[src/rtl/gray_pkg.sv]
// Shared Gray-code helpers and default sizing for the dual-clock FIFO pointer logic.
package gray_pkg;

    localparam int unsigned AWID_DEF = 4;
    localparam int unsigned DEPTH    = 1 << AWID_DEF;

    function automatic logic [31:0] bin2gray(input logic [31:0] b);
        return b ^ (b >> 1);
    endfunction

    // Prefix XOR from the MSB; bits at or above w are forced to zero.
    function automatic logic [31:0] gray2bin_f(input logic [31:0] g, input int unsigned w);
        logic [31:0] b;
        b     = '0;
        b[31] = g[31];
        for (int i = 30; i >= 0; i--) begin
            b[i] = b[i+1] ^ g[i];
        end
        for (int i = 0; i < 32; i++) begin
            if (i >= int'(w)) begin
                b[i] = 1'b0;
            end
        end
        return b;
    endfunction

endpackage

[src/rtl/gray_to_bin_comb.sv]
// Purely combinational Gray-to-binary converter of parameterised width.
module gray_to_bin_comb
    import gray_pkg::*;
#(
    parameter int unsigned W = 5
) (
    input  logic [W-1:0] gray,
    output logic [W-1:0] bin
);

    always_comb begin
        bin = W'(gray2bin_f(32'(gray), W));
    end

endmodule

[src/rtl/gray_wptr.sv]
// Write-side pointer manager of a dual-clock FIFO: binary/Gray write pointer,
// full flag, pessimistic fill level and overflow pulse, all in the write domain.
module gray_wptr
    import gray_pkg::*;
#(
    parameter int unsigned AWID = AWID_DEF
) (
    input  logic            clk,
    input  logic            rst,
    input  logic            i_push,
    input  logic [AWID:0]   i_rptr_gray,
    output logic [AWID-1:0] o_waddr,
    output logic            o_wen,
    output logic [AWID:0]   o_wptr_gray,
    output logic            o_full,
    output logic [AWID:0]   o_level,
    output logic            o_overflow
);

    localparam int unsigned PW = AWID + 1;

    logic [AWID:0] wbin;
    logic [AWID:0] wbin_nxt;
    logic [AWID:0] gray_nxt;
    logic [AWID:0] rbin;
    logic [AWID:0] full_cmp;
    logic [AWID:0] level_nxt;
    logic          acc;

    gray_to_bin_comb #(.W(PW)) u_rptr_g2b (
        .gray (i_rptr_gray),
        .bin  (rbin)
    );

    assign acc     = i_push & ~o_full;
    assign o_wen   = acc;
    assign o_waddr = wbin[AWID-1:0];

    // Next pointer wraps naturally at 2**(AWID+1); full when write is one lap ahead of read.
    always_comb begin
        wbin_nxt  = wbin + PW'(acc);
        gray_nxt  = PW'(bin2gray(32'(wbin_nxt)));
        full_cmp  = {~i_rptr_gray[AWID:AWID-1], i_rptr_gray[AWID-2:0]};
        level_nxt = wbin_nxt - rbin;
    end

    always_ff @(posedge clk or posedge rst) begin
        if (rst) begin
            wbin        <= '0;
            o_wptr_gray <= '0;
            o_full      <= 1'b0;
            o_level     <= '0;
            o_overflow  <= 1'b0;
        end else begin
            wbin        <= wbin_nxt;
            o_wptr_gray <= gray_nxt;
            o_full      <= (gray_nxt == full_cmp);
            o_level     <= level_nxt;
            o_overflow  <= i_push & o_full;
        end
    end

endmodule

[config.mk]
export PLATFORM = sky130hd
export DESIGN_NAME = gray_wptr
export DESIGN_NICKNAME = d
export VERILOG_FILES = /design/src/rtl/gray_pkg.sv /design/src/rtl/gray_to_bin_comb.sv /design/src/rtl/gray_wptr.sv
export SDC_FILE = /design/constraint.sdc
export NUM_CORES = 1
export LEC_CHECK = 0
export BUFFER_PORTS_ARGS = -buffer_cell sky130_fd_sc_hd__buf_2
export CAP_MARGIN = 20
export CORE_MARGIN = 4
export CORE_UTILIZATION = 55
export CTS_CLUSTER_DIAMETER = 150
export DETAILED_ROUTE_END_ITERATION = 7
export GPL_ROUTABILITY_DRIVEN = 0
export GPL_TIMING_DRIVEN = 0
export PLACE_DENSITY = 0.82
export SLEW_MARGIN = 40
export SYNTH_ARGS = -nofsm -noshare
export SYNTH_HDL_FRONTEND = slang
export SYNTH_SLANG_ARGS = --single-unit
[constraint.sdc]
create_clock -name clk -period 3.3 [get_ports clk]
set_input_delay 0 -clock clk [delete_from_list [all_inputs] [get_ports clk]]
set_output_delay 0 -clock clk [all_outputs]
set_load 0.01 [all_outputs]
==> metrics.txt, run 1 <==
# TYPE chip_impl_metric gauge
chip_impl_metric{name="drc",unit=""} 0
chip_impl_info{name="hold_path_class",value="primary input to flop"} 1
chip_impl_info{name="netlist_top_cells_area",value="dfrtp_1, xnor2_1, ha_1, xnor2_2, xor2_1"} 1
chip_impl_metric{name="max_freq",unit="GHz"} 0.430
chip_impl_metric{name="grt-ovfl-total",unit=""} 0
chip_impl_metric{name="diodes_inserted",unit=""} 0
chip_impl_metric{name="io_buffers",unit=""} 24
chip_impl_metric{name="hpwl",unit="microns"} 1380
chip_impl_metric{name="clk-insertion-delay-late",unit="ps"} 280
chip_impl_metric{name="power.static_leakage",unit="nW"} 0.610
chip_impl_metric{name="synthesis.area_per_instance",unit="sq um"} 11.7
chip_impl_metric{name="syn_nets",unit=""} 98
chip_impl_info{name="startpoint_type",value="primary input"} 1
chip_impl_info{name="setup.worst_path.class",value="primary input to flop"} 1
chip_impl_metric{name="finClkSkew",unit="ps"} 5.23
chip_impl_metric{name="irDropWorstVdd",unit="V"} 0.000727
chip_impl_info{name="crit_path_top_delay_cell",value="dlygate4sd3_1"} 1
chip_impl_metric{name="final_nets",unit=""} 129
chip_impl_metric{name="i_o_pin_count",unit=""} 25
chip_impl_info{name="synth_top_cell_by_area",value="dfrtp_1"} 1
chip_impl_metric{name="slew-limit-headroom",unit=""} 0.610
chip_impl_metric{name="timing_worst_slew_pin_value",unit="ps"} 584
chip_impl_metric{name="drt-pass1-iter-count",unit=""} 4
chip_impl_metric{name="core.rowCount",unit=""} 14
chip_impl_metric{name="die_h",unit="microns"} 50.0
chip_impl_info{name="cts_tree",value="done"} 1
chip_impl_metric{name="final_worst_path_period_share",unit=""} 0.704
chip_impl_metric{name="initial_core_util",unit=""} 0.615
chip_impl_metric{name="timing.final.ws_setup",unit="ps"} 976
chip_impl_metric{name="power_frac_seq",unit=""} 0.265
chip_impl_metric{name="cts_buffers",unit=""} 3
chip_impl_metric{name="grt_max_degree",unit=""} 17
chip_impl_metric{name="track_usage",unit=""} 0.156
chip_impl_metric{name="crit_path_max_fanout",unit=""} 8
chip_impl_metric{name="power_internal",unit="W"} 0.000765
chip_impl_metric{name="power_frac_comb",unit=""} 0.635
chip_impl_info{name="clockRootBuffer",value="clkbuf_4"} 1
chip_impl_metric{name="cts.repair_timing.setup_buffer_count",unit=""} 0
chip_impl_metric{name="timing.hold.ws",unit="ps"} 47.1
chip_impl_metric{name="final.setup.tns",unit="ps"} 0
chip_impl_metric{name="worst_path_largest_cell_delay",unit="ps"} 530
chip_impl_metric{name="min_period",unit="ps"} 2320
chip_impl_metric{name="clock-sinks",unit=""} 16
chip_impl_metric{name="max_cap_viol_count",unit=""} 0
chip_impl_metric{name="synth-seq-area-share",unit=""} 0.413
chip_impl_metric{name="via_per_inst",unit=""} 5.34
chip_impl_metric{name="core_region_area",unit="sq mm"} 0.00158
chip_impl_metric{name="syn_area",unit="sq um"} 970
chip_impl_metric{name="place.detailed.instances",unit=""} 123
chip_impl_metric{name="postSynthCellCount",unit=""} 83
chip_impl_metric{name="first_global_vias",unit=""} 660
chip_impl_metric{name="initial_antenna_violation_count",unit=""} 0
chip_impl_metric{name="switching_share",unit=""} 0.413
chip_impl_metric{name="clkPwrFrac",unit=""} 0.100
chip_impl_metric{name="layout.cells.non_filler",unit=""} 129
chip_impl_metric{name="ys.warnings.count",unit=""} 0
chip_impl_metric{name="syn_to_final_growth",unit="%"} 20.3
chip_impl_metric{name="global_route_wire_length_before_repair",unit="microns"} 2980
chip_impl_metric{name="cp_data_required_time",unit="ps"} 3510
chip_impl_metric{name="timing.final.max_slew_violations",unit=""} 0
chip_impl_metric{name="arrival_time_of_data_at_the_critical_path_endpoint",unit="ps"} 2540
chip_impl_metric{name="final_layout_size_suffix_gt1_frac",unit=""} 0.345
chip_impl_info{name="grt_setup_unrepaired",value="no"} 1
chip_impl_info{name="critical-path-top-delay-family",value="buffers and inverters"} 1
chip_impl_metric{name="wl",unit="microns"} 1760
chip_impl_metric{name="postLayoutCellArea",unit="sq mm"} 0.00117
chip_impl_info{name="status",value="completed"} 1
chip_impl_metric{name="cts.reportedPaths.clkPinSlew",unit="ps"} 100
chip_impl_metric{name="clock_tree.htree_level_count",unit=""} 1
chip_impl_metric{name="placedInstanceArea",unit="sq mm"} 0.00111
chip_impl_metric{name="timing.critical_path.buf_inv",unit=""} 4
chip_impl_metric{name="report.final.setup_viol",unit=""} 0
chip_impl_metric{name="antenna_left",unit=""} 0
chip_impl_info{name="timing.critical_path.to_type",value="flop"} 1
chip_impl_metric{name="clock_tree.buffer_depth",unit=""} 2
chip_impl_metric{name="detail_route.wl_per_cell",unit="microns"} 13.6
chip_impl_info{name="worstPathCellList",value="dlygate4sd3_1, buf_2, nor2b_1, ha_1, ha_1, buf_6, xnor2_2, inv_1, ha_1, a21o_1, a21oi_1, xnor2_1"} 1
chip_impl_metric{name="detailroute.via_count",unit=""} 689
chip_impl_metric{name="synth.top_cell.area_share",unit=""} 0.413
chip_impl_metric{name="ys_seq_elements",unit=""} 16
chip_impl_metric{name="synth_cell_types",unit=""} 30
chip_impl_metric{name="power_switching",unit="W"} 0.000539
chip_impl_metric{name="floorplan.die_area",unit="sq mm"} 0.00250
chip_impl_metric{name="final-hold-violation-count",unit=""} 0
chip_impl_metric{name="dpl_worst_slack",unit="ps"} 1010
chip_impl_metric{name="die_x",unit="microns"} 50.0
chip_impl_info{name="timing.critical_path.mode_cell",value="ha_1"} 1
chip_impl_metric{name="power_per_cell_area",unit="mW/mm^2"} 1120
chip_impl_metric{name="post_cts_resized",unit=""} 0
chip_impl_metric{name="dr.first_iter.drc_count",unit=""} 8
chip_impl_metric{name="hold_buffers",unit=""} 2
per-layer routing:
| layer | global-route usage | vias to the layer above | share of wire |
|---|---|---|---|
| met5 | 0 | - | 0 |
| met4 | 0.0599 | 0 | 0.0080 |
| met3 | 0.0361 | 2 | 0.043 |
| met2 | 0.252 | 16 | 0.50 |
| met1 | 0.200 | 331 | 0.45 |
| li1 | - | 340 | - |
cell usage after synthesis:
cell and instances:
dfrtp_1 16, xnor2_1 9, inv_1 8, xor2_1 7, ha_1 6, xnor2_2 4
a21oi_1 3, a211o_1 2, a21o_1 2, and2_1 2, buf_6 2, mux2i_1 2
nand2_1 2, nor2b_1 2, a21bo_2 1, a21boi_0 1, a221oi_1 1, a2bb2oi_2 1
a311oi_1 1, a31oi_1 1, and3_1 1, buf_2 1, buf_4 1, fa_1 1
nand2b_1 1, nand3_2 1, nor2_1 1, o211a_1 1, o21ai_0 1, o22ai_1 1
cell type report:
| class | count | area [sq um] |
|---|---|---|
| fill | 118 | 410 |
| multi-input combinational | 55 | 504 |
| clock buffer | 4 | 36.3 |
| timing repair buffer | 26 | 140 |
| sequential | 16 | 400 |
| inverter | 8 | 30.0 |
| buffer | 4 | 35.0 |
| tap | 16 | 20.0 |
logic make-up (layout without fill, tap and decap cells):
logic type / Yosys count / in the layout / share of synthesized area
muxes: 2 / 2 / 0.0206
adders and majority gates: 7 / 7 / 0.0981
and+or+nand+nor: 10 / 10 / 0.0606
buffers and inverters: 12 / 42 / 0.0671
DFF: 16 / 16 / 0.413
xor gates and xnor gates: 20 / 20 / 0.212
AOI/OAI and AO/OA: 16 / 16 / 0.129
power by group through the flow:
stage | Clock (W) | Sequential, W | Combinational, W
2_1_floorplan | 0 | 0.000400 | 0.000571
3_3_place_gp | 0 | 0.000346 | 0.000798
3_5_place_dp | 0 | 0.000349 | 0.000832
4_1_cts | 0.000134 | 0.000347 | 0.000836
5_1_grt | 0.000143 | 0.000359 | 0.000921
6_report | 0.000130 | 0.000346 | 0.000828
state kept, by name, summed over array words and instances, names as in the netlist:
register     count
o_level          5
o_wptr_gray      5
wbin             4
o_full           1
o_overflow       1
cells in the final DEF (no fill, tap or decap), types with 2 or more instances in the layout:
cell | netlist | routed
and2_1 | 2 | 2
inv_1 | 8 | 8
xor2_1 | 7 | 7
nand2_1 | 2 | 2
dfrtp_1 | 16 | 16
xnor2_2 | 4 | 4
buf_2 | 1 | 25
mux2i_1 | 2 | 2
buf_6 | 2 | 2
nor2b_1 | 2 | 2
a211o_1 | 2 | 2
dlygate4sd3_1 | 0 | 2
a21oi_1 | 3 | 3
ha_1 | 6 | 6
a21o_1 | 2 | 2
xnor2_1 | 9 | 9
clkbuf_4 | 0 | 3
stage by stage:
stage               total power, W   util
global route               0.00142  0.740
CTS                        0.00132  0.740
floorplan                 0.000971      -
finish                     0.00130  0.740
detailed placement         0.00118  0.704
global placement           0.00114  0.704
worst paths after layout:
path	start	endpoint	slack (ps)	depth (start not counted)
max in group asynchronous	rst	o_level[0]$_DFF_PP0_	2600	3
setup reg to reg	o_full$_DFF_PP0_	o_level[4]$_DFF_PP0_	1010	10
hold reg to reg	o_full$_DFF_PP0_	o_overflow$_DFF_PP0_	540	1
hold / removal	i_rptr_gray[3]	o_full$_DFF_PP0_	50	2
setup / recovery	i_push	o_level[4]$_DFF_PP0_	980	12
min in group asynchronous	rst	o_wptr_gray[2]$_DFF_PP0_	320	3
Power figures use the tool's default switching activity.
==> run 2: changes to the inputs <==
CORE_UTILIZATION = 46   (was 55)
PLACE_DENSITY = 0.74   (was 0.82)
clock period = 1.89 ns   (was 3.3 ns; I/O delays follow)
==> metrics.txt, run 2 (synthesized netlist as in run 1, its figures left out) <==
# TYPE chip_impl_metric gauge
chip_impl_metric{name="cts.reportedPaths.clkPinSlew",unit="ps"} 90
chip_impl_metric{name="power_per_cell_area",unit="mW/mm^2"} 2000
chip_impl_metric{name="final-hold-violation-count",unit=""} 0
chip_impl_metric{name="max_cap_viol_count",unit=""} 0
chip_impl_metric{name="cp.depth",unit=""} 11
chip_impl_metric{name="track_usage",unit=""} 0.169
chip_impl_metric{name="via_per_inst",unit=""} 4.78
chip_impl_info{name="worstPathCellList",value="dlygate4sd3_1, buf_2, nor2b_4, ha_4, buf_4, buf_4, nand2_1, mux2i_1, a2bb2oi_2, a311oi_1, o211a_1"} 1
chip_impl_metric{name="i_o_pin_count",unit=""} 25
chip_impl_metric{name="die_h",unit="microns"} 53.9
chip_impl_metric{name="die_x",unit="microns"} 53.9
chip_impl_metric{name="min_period",unit="ps"} 1890
chip_impl_info{name="layout_commonest_cell",value="buf_2"} 1
chip_impl_info{name="startpoint_type",value="primary input"} 1
chip_impl_info{name="timing.critical_path.mode_cell",value="buf_4"} 1
chip_impl_metric{name="drt-pass1-iter-count",unit=""} 3
chip_impl_metric{name="detail_route.wl_per_cell",unit="microns"} 13.2
chip_impl_metric{name="syn_to_final_growth",unit="%"} 44.1
chip_impl_info{name="clockRootBuffer",value="clkbuf_4"} 1
chip_impl_metric{name="switching_share",unit=""} 0.399
chip_impl_metric{name="global_route_wire_length_before_repair",unit="microns"} 3470
chip_impl_metric{name="initial_core_util",unit=""} 0.489
chip_impl_metric{name="floorplan.die_area",unit="sq mm"} 0.00291
chip_impl_metric{name="core.rowCount",unit=""} 16
chip_impl_info{name="holdPathEnd",value="o_full$_DFF_PP0_"} 1
chip_impl_metric{name="io_buffers",unit=""} 24
chip_impl_metric{name="power.static_leakage",unit="nW"} 0.684
chip_impl_info{name="min-delay-start",value="i_rptr_gray[3]"} 1
chip_impl_info{name="status",value="completed"} 1
chip_impl_metric{name="arrival_time_of_data_at_the_critical_path_endpoint",unit="ps"} 2110
chip_impl_info{name="biggestRegsByFlops",value="o_level: 5 flops, o_wptr_gray: 5 flops, wbin: 4 flops"} 1
chip_impl_info{name="worst_r2r_startpoint",value="o_full$_DFF_PP0_"} 1
chip_impl_metric{name="dr.first_iter.drc_count",unit=""} 3
chip_impl_metric{name="timing.final.max_slew_violations",unit=""} 0
chip_impl_metric{name="final_worst_path_period_share",unit=""} 0.999
chip_impl_metric{name="drc",unit=""} 0
chip_impl_metric{name="final_layout_size_suffix_gt1_frac",unit=""} 0.532
chip_impl_metric{name="wl",unit="microns"} 1990
chip_impl_metric{name="grt_max_degree",unit=""} 17
chip_impl_metric{name="hpwl",unit="microns"} 1420
chip_impl_metric{name="worst_path_largest_cell_delay",unit="ps"} 530
chip_impl_metric{name="report.final.setup_viol",unit=""} 0
chip_impl_metric{name="clock_tree.buffer_depth",unit=""} 2
chip_impl_metric{name="diodes_inserted",unit=""} 0
chip_impl_metric{name="crit_path_max_fanout",unit=""} 3
chip_impl_info{name="critical-path-top-delay-family",value="buffers and inverters"} 1
chip_impl_info{name="setup.worst_path.class",value="primary input to flop"} 1
chip_impl_metric{name="r2r.worst_path.cells",unit=""} 9
chip_impl_metric{name="finClkSkew",unit="ps"} 5.44
chip_impl_metric{name="slew-limit-headroom",unit=""} 0.588
chip_impl_metric{name="power_frac_comb",unit=""} 0.697
chip_impl_metric{name="final_nets",unit=""} 140
chip_impl_metric{name="min_path_cells",unit=""} 2
chip_impl_metric{name="initial_antenna_violation_count",unit=""} 0
chip_impl_metric{name="core_region_area",unit="sq mm"} 0.00198
chip_impl_info{name="timing.critical_path.to_type",value="flop"} 1
chip_impl_metric{name="power_frac_seq",unit=""} 0.221
chip_impl_metric{name="power_switching",unit="W"} 0.00112
chip_impl_metric{name="first_global_vias",unit=""} 796
chip_impl_metric{name="detailroute.via_count",unit=""} 722
chip_impl_metric{name="max_freq",unit="GHz"} 0.530
chip_impl_info{name="grt_setup_unrepaired",value="yes"} 1
chip_impl_info{name="r2r-end",value="o_full$_DFF_PP0_"} 1
chip_impl_metric{name="antenna_left",unit=""} 0
chip_impl_info{name="mostFrequentLayoutCells",value="buf_2, dfrtp_1, buf_4"} 1
chip_impl_info{name="crit_path_top_delay_cell",value="dlygate4sd3_1"} 1
chip_impl_metric{name="timing.critical_path.buf_inv",unit=""} 4
chip_impl_metric{name="final_core_utilization",unit=""} 0.705
chip_impl_metric{name="timing.reg2reg.setup_slack",unit="ps"} 10
chip_impl_metric{name="report.power.total",unit="W"} 0.00280
chip_impl_info{name="cts_tree",value="done"} 1
chip_impl_metric{name="grt-ovfl-total",unit=""} 0
chip_impl_metric{name="irDropWorstVdd",unit="V"} 0.00121
chip_impl_metric{name="clk-insertion-delay-late",unit="ps"} 290
chip_impl_metric{name="clock_tree.htree_level_count",unit=""} 1
chip_impl_metric{name="power_internal",unit="W"} 0.00168
chip_impl_metric{name="timing_worst_slew_pin_value",unit="ps"} 618
chip_impl_metric{name="clock-sinks",unit=""} 16
chip_impl_info{name="hold_path_class",value="primary input to flop"} 1
chip_impl_metric{name="cts_buffers",unit=""} 3
chip_impl_metric{name="cp_data_required_time",unit="ps"} 2120
chip_impl_metric{name="clkPwrFrac",unit=""} 0.083
==> run 2: cell types whose count changed in the layout (fill, tap and decap cells not counted), moves of 3 or more <==
cell    delta
ha_1       -4
inv_1      -3
inv_2      +3
buf_4     +11
xor2_1     -3
ha_4       +4
==> run 2: layout make-up <==
| class | count | area (sq um) |
|---|---|---|
| plain buffers | 3 | 23.8 |
| clock buffers | 4 | 36.3 |
| fillers | 136 | 584 |
| inverters | 8 | 30.0 |
| multi-input cells | 55 | 639 |
| flip-flops and latches | 16 | 400 |
| well taps | 27 | 33.8 |
| repair buffers | 38 | 234 |
==> run 2: power groups by stage <==
stage	sequential (W)	combinational, W	clock (W)
detailed placement	0.000624	0.00160	0
finish	0.000618	0.00195	0.000231
global placement	0.000617	0.00155	0
CTS	0.000621	0.00176	0.000239
global route	0.000648	0.00216	0.000255
floorplan	0.000712	0.00114	0
==> run 2: worst max-delay path by stage <==
stage,start,end,slack (ps)
after floorplan,o_full$_DFF_PP0_,o_level[4]$_DFF_PP0_,-40
after global placement,i_rptr_gray[4],o_level[4]$_DFF_PP0_,-250
after detailed placement,i_rptr_gray[4],o_level[4]$_DFF_PP0_,-300
after CTS,o_full$_DFF_PP0_,o_level[4]$_DFF_PP0_,-10
after global routing,o_full$_DFF_PP0_,o_level[4]$_DFF_PP0_,-120
final,i_push,o_full$_DFF_PP0_,3
==> run 2: timing repair <==
item,4_1_cts,5_1_grt
pin swaps,6,10
endpoints found under the setup margin,2,3
resized for setup,6,7
hold buffers,2,0
setup buffers,7,5
endpoints found under the hold margin,17,0
==> run 2: through the flow <==
| stage | instances | instance area (sq um) | hold slack, ps | setup WS [ps] | TNS (ps) |
|---|---|---|---|---|---|
| 6_report | 151 | 1400 | 59.3 | 2.77 | 0 |
| 5_1_grt | 151 | 1400 | 45.0 | -119 | -232 |
| 4_1_cts | 146 | 1320 | 53.2 | -14.7 | -14.7 |
| 3_5_place_dp | 134 | 1190 | 128 | -296 | -422 |
| 3_3_place_gp | 134 | 1190 | 108 | -248 | -299 |
| 2_1_floorplan | 83 | 1040 | -86.3 | -36.5 | -39.6 |
==> run 2: routing by layer <==
layer  GRT usage  up-vias  part of all wire
met3      0.0249        2             0.034
met5           0        -                 0
li1            -      356                 -
met1       0.209      346              0.45
met4      0.0638        0             0.011
met2       0.294       18              0.50
